==> config.mk <==
export PLATFORM = sky130hd
export DESIGN_NAME = imem_loader
export DESIGN_NICKNAME = d
export VERILOG_FILES = /design/src/rtl/cpu_pkg.sv /design/src/rtl/byte_to_word.sv /design/src/rtl/imem_loader.sv
export SDC_FILE = /design/constraint.sdc
export NUM_CORES = 1
export LEC_CHECK = 0
export CORE_ASPECT_RATIO = 1.25
export CORE_MARGIN = 2
export CORE_UTILIZATION = 56
export DETAILED_ROUTE_END_ITERATION = 10
export DONT_BUFFER_PORTS = 1
export PLACE_DENSITY_LB_ADDON = 0.1
export SLEW_MARGIN = 20
export SYNTH_ARGS = -nofsm -noshare
export SYNTH_HDL_FRONTEND = slang
export SYNTH_SLANG_ARGS = --single-unit
==> constraint.sdc <==
create_clock -name clk -period 2.3 [get_ports clk]
set_input_delay 0.46 -clock clk [delete_from_list [all_inputs] [get_ports clk]]
set_output_delay 0.46 -clock clk [all_outputs]
set_load 0.01 [all_outputs]
==> src/rtl/cpu_pkg.sv <==
// Shared CPU-side types and constants.
// Holds the boot loader state encoding and the widths used by the loader
// and its byte-to-word accumulator.
package cpu_pkg;

    localparam int unsigned BYTE_W        = 8;
    localparam int unsigned WORD_W        = 32;
    localparam int unsigned WORD_BYTES    = 4;
    localparam int unsigned LOADER_ADDR_W = 10;

    typedef enum logic [1:0] {
        HDR  = 2'd0,
        DATA = 2'd1,
        DONE = 2'd2,
        ERR  = 2'd3
    } loader_state_t;

endpackage

==> src/rtl/byte_to_word.sv <==
// Little-endian byte-to-word accumulator.
// Ports:
//   clk, rstn     : clock, synchronous active-low reset
//   data, strobe  : incoming byte and its accept strobe
//   word_c        : assembled word (valid together with word_valid_c)
//   word_valid_c  : single-cycle pulse on the strobe carrying the last byte
// The last byte is bypassed straight into word_c so the consumer can act on
// the same edge that accepts it.
module byte_to_word
    import cpu_pkg::*;
(
    input  logic              clk,
    input  logic              rstn,
    input  logic [BYTE_W-1:0] data,
    input  logic              strobe,
    output logic [WORD_W-1:0] word_c,
    output logic              word_valid_c
);

    localparam int unsigned IDX_W = $clog2(WORD_BYTES);

    logic [IDX_W-1:0]  idx;
    logic [BYTE_W-1:0] b0;
    logic [BYTE_W-1:0] b1;
    logic [BYTE_W-1:0] b2;

    // Byte index and the three held low bytes
    always_ff @(posedge clk) begin
        if (!rstn) begin
            idx <= '0;
            b0  <= '0;
            b1  <= '0;
            b2  <= '0;
        end else if (strobe) begin
            idx <= idx + 1'b1;
            case (idx)
                IDX_W'(0): b0 <= data;
                IDX_W'(1): b1 <= data;
                IDX_W'(2): b2 <= data;
                default:   ;
            endcase
        end
    end

    assign word_c       = {data, b2, b1, b0};
    assign word_valid_c = strobe && (idx == IDX_W'(WORD_BYTES - 1));

endmodule

==> src/rtl/imem_loader.sv <==
// Boot loader that fills the instruction memory from the UART byte stream.
// Stream format: 32-bit little-endian word count N, then N little-endian
// words written to imem addresses 0..N-1. The core is held in reset until
// the image is complete.
// Ports:
//   clk, rstn                  : clock, synchronous active-low reset
//   rx_data, rx_valid, rx_ready: byte stream from uart_rx (valid/ready)
//   imem_we, imem_addr, imem_wdata : imem write port, one pulse per word
//   cpu_rstn                   : active-low reset to the core
//   loading, done, err         : status (done/err sticky until rstn)
module imem_loader
    import cpu_pkg::*;
#(
    parameter int unsigned ADDR_W = LOADER_ADDR_W
) (
    input  logic              clk,
    input  logic              rstn,
    input  logic [BYTE_W-1:0] rx_data,
    input  logic              rx_valid,
    output logic              rx_ready,
    output logic              imem_we,
    output logic [ADDR_W-1:0] imem_addr,
    output logic [WORD_W-1:0] imem_wdata,
    output logic              cpu_rstn,
    output logic              loading,
    output logic              done,
    output logic              err
);

    // One extra bit so a full-capacity count never wraps before the compare
    localparam int unsigned CNT_W    = ADDR_W + 1;
    localparam logic [32:0] CAPACITY = 33'(1) << ADDR_W;

    loader_state_t     state;
    logic [CNT_W-1:0]  word_cnt;
    logic [CNT_W-1:0]  n_words;
    logic              accept_c;
    logic [WORD_W-1:0] word_c;
    logic              word_valid_c;

    assign accept_c = rx_valid && rx_ready;

    byte_to_word u_b2w (
        .clk          (clk),
        .rstn         (rstn),
        .data         (rx_data),
        .strobe       (accept_c),
        .word_c       (word_c),
        .word_valid_c (word_valid_c)
    );

    // Loader FSM with registered outputs
    always_ff @(posedge clk) begin
        if (!rstn) begin
            state      <= HDR;
            word_cnt   <= '0;
            n_words    <= '0;
            rx_ready   <= 1'b0;
            imem_we    <= 1'b0;
            imem_addr  <= '0;
            imem_wdata <= '0;
            cpu_rstn   <= 1'b0;
            loading    <= 1'b0;
            done       <= 1'b0;
            err        <= 1'b0;
        end else begin
            imem_we <= 1'b0;
            case (state)
                HDR: begin
                    rx_ready <= 1'b1;
                    loading  <= 1'b1;
                    if (word_valid_c) begin
                        if (word_c == '0) begin
                            state    <= DONE;
                            rx_ready <= 1'b0;
                            loading  <= 1'b0;
                            done     <= 1'b1;
                            cpu_rstn <= 1'b1;
                        end else if ({1'b0, word_c} > CAPACITY) begin
                            state    <= ERR;
                            rx_ready <= 1'b0;
                            loading  <= 1'b0;
                            err      <= 1'b1;
                        end else begin
                            state    <= DATA;
                            n_words  <= CNT_W'(word_c);
                            word_cnt <= '0;
                        end
                    end
                end
                DATA: begin
                    // Finish once the write of the last word has gone out
                    if (imem_we && (word_cnt == n_words)) begin
                        state    <= DONE;
                        rx_ready <= 1'b0;
                        loading  <= 1'b0;
                        done     <= 1'b1;
                        cpu_rstn <= 1'b1;
                    end else if (word_valid_c) begin
                        imem_we    <= 1'b1;
                        imem_addr  <= word_cnt[ADDR_W-1:0];
                        imem_wdata <= word_c;
                        word_cnt   <= word_cnt + 1'b1;
                    end
                end
                DONE: ;
                ERR:  ;
                default: ;
            endcase
        end
    end

endmodule

==> results of run 1 <==
[layout by cell type, fill, tap and decap left out, types with 6 or more instances in the layout]
cell type	count
dfxtp_1	95
nand2_1	94
nor2_1	52
a21oi_1	47
mux2i_1	37
buf_4	32
xnor2_1	12
clkbuf_8	10
o21ai_1	7
nand3_1	6
nand4_1	6
or3_1	6
[sequential cells by signal, indices dropped and copies added (netlist names)]
name	flops
u_b2w.b1	8
imem_we	1
word_cnt	11
loading	1
u_b2w.b2	8
state	2
err	1
u_b2w.idx	2
n_words	11
imem_addr	10
imem_wdata	32
u_b2w.b0	8
done	1
[worst max-delay path: stages, from the launching register on]
cell,delay [ps]
dfxtp_1,340
nor4_4,330
nand4_1,210
a2111oi_4,420
a31oi_1,80
buf_4,170
buf_4,160
or3_4,370
a21oi_2,130
[power groups by stage]
stage          logic [W]  registers, W  clock network, W
6_report        0.000142       0.00169           0.00111
5_1_grt         0.000155       0.00169           0.00117
4_1_cts         0.000134       0.00169           0.00112
3_5_place_dp    0.000133       0.00173                 0
3_3_place_gp    0.000130       0.00173                 0
2_1_floorplan  0.0000952       0.00173                 0
[metrics by stage]
step / instances / setup slack (ps) / utilization [%] / setup TNS (ps) / hold WS, ps
after floorplan: 438 / 65.2 / - / 0 / 444
final: 548 / 43.7 / 65.6 / 0 / 227
after detailed placement: 528 / -7.10 / 61.6 / -7.10 / 468
after global routing: 548 / -67.3 / 65.6 / -263 / 216
after CTS: 543 / 5.35 / 64.6 / 0 / 222
after global placement: 528 / 69.3 / 61.6 / 0 / 460
[cell families after synthesis]
logic type      count (synthesis)  share of synthesized area (%)
fa+ha+maj                       5                           1.64
compound gates                 69                           10.2
xor+xnor                       13                           2.98
buf+inv                        31                           3.35
simple gates                  187                           21.7
mux                            37                           9.71
flops                          96                           50.4
[worst min-delay path by stage]
stage          slack [ps]  cells past startpoint              to
2_1_floorplan         440                      2  imem_wdata[20]
3_3_place_gp          460                      2  imem_wdata[21]
3_5_place_dp          470                      2  imem_wdata[19]
4_1_cts               220                      2  imem_wdata[26]
5_1_grt               220                      2  imem_wdata[26]
6_report              230                      2  imem_wdata[31]
[area by class of cell]
class / instances / area [µm²]
Fill cell: 564 / 2260
Timing Repair Buffer: 33 / 260
Inverter: 6 / 22.5
Sequential cell: 96 / 1920
Multi-Input combinational cell: 311 / 1790
Clock buffer: 11 / 141
Tap cell: 87 / 109
Clock inverter: 4 / 53.8
[metal layers]
layer | part of all wire (%) | vias to the layer above | global-route usage (%)
met4 | 2.4 | 0 | 10.7
met2 | 50 | 63 | 42.7
li1 | - | 1510 | -
met3 | 4.4 | 16 | 5.07
met5 | 0 | - | 0
met1 | 43 | 1388 | 28.7
[timing repair]
action,in CTS,in global routing
cloned,0,0
pin swaps,0,7
setup buffers,0,5
resized for setup,1,7
hold buffers,0,0
endpoints found under the setup margin,3,11
==> results.md, run 1 <==
- Dpl hpwl: 6230 µm
- Die W: 77.8 µm
- Sw frac: 22.8%
- 1st-pass router iterations: 4
- Vias per inst: 5.43
- Vias in the first global route: 2,902
- Syn-to-layout area delta: 12.8%
- Yosys warnings: 0
- Routed Antenna Nets: 0
- Minimum clock period: 2260 ps
- CTS tree: built
- Worst hold start: rx_data[7]
- Initial antenna violation count: 0
- Fin Clk Skew: 13.6 ps
- Post-synthesis area per instance: 8.71 µm²
- Status: finished, final reports clean
- Crit path kind: flop to flop
- P_sw: 0.000669 W
- Min-Delay Path Class: primary input to flop
- Clock power frac: 37.6%
- Ys async rst share: 0%
- Syn Nets: 454
- Crit end category: flop
- Syn Inst Count: 438
- Pin count of the biggest net entering global routing: 36
- Mapped Area: 3810 µm²
- Logic pwr share: 4.8%
- Final #Nets: 473
- Cell count of the worst reg-to-reg path: 8
- TritonCTS buffer count: 9
- Post-synthesis register bit count: 96
- First-pass GRT wire length: 14,100 µm
- Detailed-route via count: 2,977
- DIE AREA: 7490 µm²
- CP Data Required Time: 2600 ps
- # diodes: 0
- PwrDens: 683 nW/µm²
- Final Wtd Congestion: 0.872
- Io pins: 59
- Crit Reg-Reg Endpoint: word_cnt[9]
- Cell variety after synth: 32
- H-tree depth: 3
- Final hold vios: 0
- Row cnt: 33
- CP startpoint: u_b2w.b0[2]
- CTS root buf: clkbuf_8
- Final Cell Area: 4300 µm²
- CP Max Fanout: 9
- Drt drc: 0
- Max VDD drop: 0.000436 V
- Wirelength per Cell: 15.8 µm
- Most frequent cells after synthesis: dfxtp_1 (96), nand2_1 (94), nor2_1 (52), a21oi_1 (50), mux2i_1 (37)
- Count leader, synth: dfxtp_1
- Final Max Slew Viols: 0
- Area leader, netlist: dfxtp_1
- Internal power: 0.00227 W
- Die H: 96.3 µm
- Reg clk slew, reported paths: 100 ps
- Clock Path Buffers: 2
- RSZ-0062 raised after global routing: true
- Critical path startpoint category: flop
- Critical path arrival: 2560 ps
- Achievable frequency: 443 MHz
- Port buffer count: 0
- MaxCap Viol Count: 0
- Tot Pwr: 0.00294 W
- Final setup viols: 0
- Max-Slew Margin vs Limit: 69.1%
- Ranking of synthesized cells by area: dfxtp_1 (50%), mux2i_1 (9.7%), nand2_1 (9.2%)
- Clk_lat worst skew: 360 ps
- Post-Route WL: 8660 µm
- DR iter-0 viols: 133
- Tcrit/Tclk final: 98.1%
- Reg-to-reg startpoint: u_b2w.b0[2]
- Core Region: 6570 µm²
- Register area share after synthesis: 50.4%
- Total grt overflow: 0
- Crit path capture: word_cnt[9]
- Starting density of the core: 58.1%
- Lkg Pwr: 1.65 nW
- DP Area: 4040 µm²
- EDFF count, synth: 0
- Setup slack, reg-to-reg: 40 ps
- Sequential Power Share: 57.5%
- Synth top area share: 50.4%
- GRT Total Usage: 24.3%
- Share of cells above drive strength 1: 13.9%
- Worst-Margin Slew: 462 ps
- Number of clock sinks: 96
- Predominant post-synthesis flop cell: dfxtp_1
(Power assumes the default switching activity.)
==> run 2: changes to the inputs <==
--- a/config.mk
+++ b/config.mk
@@ -11,7 +11,6 @@
 export DETAILED_ROUTE_END_ITERATION = 10
 export DONT_BUFFER_PORTS = 1
 export PLACE_DENSITY_LB_ADDON = 0.1
-export SLEW_MARGIN = 20
 export SYNTH_ARGS = -nofsm -noshare
 export SYNTH_HDL_FRONTEND = slang
 export SYNTH_SLANG_ARGS = --single-unit
==> results of run 2 <==
Final layout, timing and power as in run 1 (identical DEF).
==> run 3: changes to the inputs <==
--- a/config.mk
+++ b/config.mk
@@ -7,9 +7,8 @@
 export LEC_CHECK = 0
 export CORE_ASPECT_RATIO = 1.25
 export CORE_MARGIN = 2
-export CORE_UTILIZATION = 56
+export CORE_UTILIZATION = 48
 export DETAILED_ROUTE_END_ITERATION = 10
-export DONT_BUFFER_PORTS = 1
 export PLACE_DENSITY_LB_ADDON = 0.1
 export SYNTH_ARGS = -nofsm -noshare
 export SYNTH_HDL_FRONTEND = slang
==> results.md, run 3 (synthesis gave the netlist of run 1 again) <==
- Status: finished, final reports clean (unchanged)
- Tcrit/Tclk final: 96.2% (was 98.1%)
- Fillers: 683 (was 564)
- Max-Slew Margin vs Limit: 68.9% (was 69.1%)
- Crit path kind: primary input to flop (was flop to flop)
- CTS root buf: clkbuf_8 (unchanged)
- Syn-to-layout area delta: 31.6% (was 12.8%)
- Port buffer count: 58 (was 0)
- Reg clk slew, reported paths: 90 ps (was 100 ps)
- GRT Total Usage: 22.0% (was 24.3%)
- CP cell instances: clkdlybuf4s50_1 > nand3_1 > or3_1 > a2111oi_4 > a31oi_4 > or4_4 > a21oi_2 (was nor4_4 > nand4_1 > a2111oi_4 > a31oi_1 > buf_4 > buf_4 > or3_4 > a21oi_2)
- Vias in the first global route: 3,230 (was 2,902)
- Final WS setup: 86.9 ps (was 43.7 ps)
- Crit-path leading delay family: simple AND/OR/NAND/NOR gates (unchanged)
- GRT met3 Usage: 4.06% (was 5.07%)
- Pin count of the biggest net entering global routing: 48 (was 36)
- Worst stage delay on the critical path: 550 ps (was 420 ps)
- Share of cells above drive strength 1: 14.8% (was 13.9%)
- CP Data Required Time: 2600 ps (about the same)
- Starting density of the core: 49.2% (was 58.1%)
- Clk_lat worst skew: 370 ps (was 360 ps)
- Fin Clk Skew: 8.81 ps (was 13.6 ps)
- Worst slack at placement: -480 ps (was -7.10 ps)
- Vias per inst: 5.21 (was 5.43)
- Minimum clock period: 2210 ps (was 2260 ps)
- Final setup viols: 0 (unchanged)
- MaxCap Viol Count: 0 (unchanged)
- DIE AREA: 8680 µm² (was 7490 µm²)
- Achievable frequency: 452 MHz (was 443 MHz)
- Drt drc: 0 (unchanged)
- Crit end category: flop (unchanged)
- Slowest CP cell: or4_4 (was a2111oi_4)
- Count of hold-fix buffers inserted at cts: 0 (unchanged)
- Final Wtd Congestion: 0.920 (was 0.872)
- Worst-Margin Slew: 465 ps (was 462 ps)
- Die H: 104 µm (was 96.3 µm)
- M2 GR Usage: 37.9% (was 42.7%)
- Io pins: 59 (unchanged)
- Max FFs per register: 32 (unchanged)
- Final setup TNS: 0 ps (unchanged)
- DR iter-0 viols: 141 (was 133)
- # diodes: 0 (unchanged)
- CP bufs+invs: 1 (was 2)
- Number of clock sinks: 96 (unchanged)
- Dpl hpwl: 6710 µm (was 6230 µm)
- H-tree depth: 3 (unchanged)
- PwrDens: 579 nW/µm² (was 683 nW/µm²)
- CP Max Fanout: 6 (was 9)
- Commonest cells after routing, fill and taps aside: nand2_1 (94), dfxtp_1 (94), nor2_1 (52), clkdlybuf4s50_1 (52), a21oi_1 (48) (was dfxtp_1 (95), nand2_1 (94), nor2_1 (52))
- Lkg Pwr: 1.97 nW (was 1.65 nW)
- Die W: 83.7 µm (was 77.8 µm)
- 1st-pass router iterations: 4 (unchanged)
- Largest reg by FF count: imem_wdata (unchanged)
- Core Region: 7750 µm² (was 6570 µm²)
- Wirelength per Cell: 14.9 µm (was 15.8 µm)
- Clock Path Buffers: 2 (unchanged)
- Routed Antenna Nets: 0 (unchanged)
- Final hold vios: 0 (unchanged)
- Final #Nets: 543 (was 473)
- Post-Route WL: 9340 µm (was 8660 µm)
- Detailed-route via count: 3,266 (was 2,977)
- Busiest grt layer: met2 (unchanged)
- First-pass GRT wire length: 15,500 µm (was 14,100 µm)
- Min-Delay Path Class: flop to flop (was primary input to flop)
- Total grt overflow: 0 (unchanged)
- CTS tree: built (unchanged)
- Global-route met1 utilization: 27.2% (was 28.7%)
- Top Registers: imem_wdata x32, n_words x11, word_cnt x11 (unchanged)
- TritonCTS buffer count: 9 (unchanged)
- Row cnt: 36 (was 33)
- Final Max Slew Viols: 0 (unchanged)
- Initial antenna violation count: 0 (unchanged)
- Critical path arrival: 2520 ps (was 2560 ps)
- Critical path startpoint category: primary input (was flop)
- Max VDD drop: 0.000403 V (was 0.000436 V)
-- run 3: repair_timing --
item / in CTS / in global routing
buffers inserted: 1 / 0
pin swaps: 2 / 9
resized for setup: 2 / 18
gates cloned: 0 / 0
endpoints found under the setup margin: 7 / 17
-- run 3: cell type report --
class / instances / area, µm² / share of cell area (%)
clock buffer: 11 / 141 / 2.82
clock inverter: 5 / 40.0 / 0.798
inverter: 6 / 22.5 / 0.449
multi-input combinational: 311 / 1820 / 36.2
sequential: 96 / 1920 / 38.3
tap: 95 / 119 / 2.37
timing repair buffer: 103 / 957 / 19.1
-- run 3: per-layer routing --
metal | wire, µm | share of wire [%]
met2 | 4710 | 50
met3 | 292 | 3.1
met1 | 4090 | 44
met4 | 235 | 2.5
met5 | 0 | 0
-- run 3: through the flow --
stage | area, µm² | utilization, % | std cells | hold WS (ps) | total power, W
floorplan | 3810 | - | 438 | 444 | 0.00182
detailed placement | 4750 | 61.3 | 610 | 448 | 0.00191
global placement | 4750 | 61.3 | 610 | 445 | 0.00191
finish | 5020 | 64.8 | 627 | 457 | 0.00291
CTS | 4960 | 64.0 | 627 | 461 | 0.00293
global route | 5020 | 64.8 | 627 | 479 | 0.00301
-- run 3: worst min-delay path: cells and delay by family, from the launching register on --
kind               cells  cell delay [ps]
and+or+nand+nor        1               50
AOI/OAI and AO/OA      1               50
DFF                    1              320
-- run 3: path summary, 6_finish.rpt --
kind | start | end | slack (ps) | depth (start not counted)
worst min-delay path | imem_addr[6] | imem_addr[6] | 460 | 2
worst min register to register | imem_addr[6] | imem_addr[6] | 460 | 2
worst max register to register | u_b2w.b0[0] | word_cnt[6] | 90 | 6
worst max-delay path | rx_valid | word_cnt[6] | 90 | 7
-- run 3: power breakdown --
| group | internal (W) | switching [W] | total, W | leakage [nW] |
|---|---|---|---|---|
| combinational | 0.0000837 | 0.0000998 | 0.000183 | 1.10 |
| clock | 0.000433 | 0.000602 | 0.00103 | 0.0943 |
| sequential | 0.00168 | 0.0000146 | 0.00169 | 0.776 |
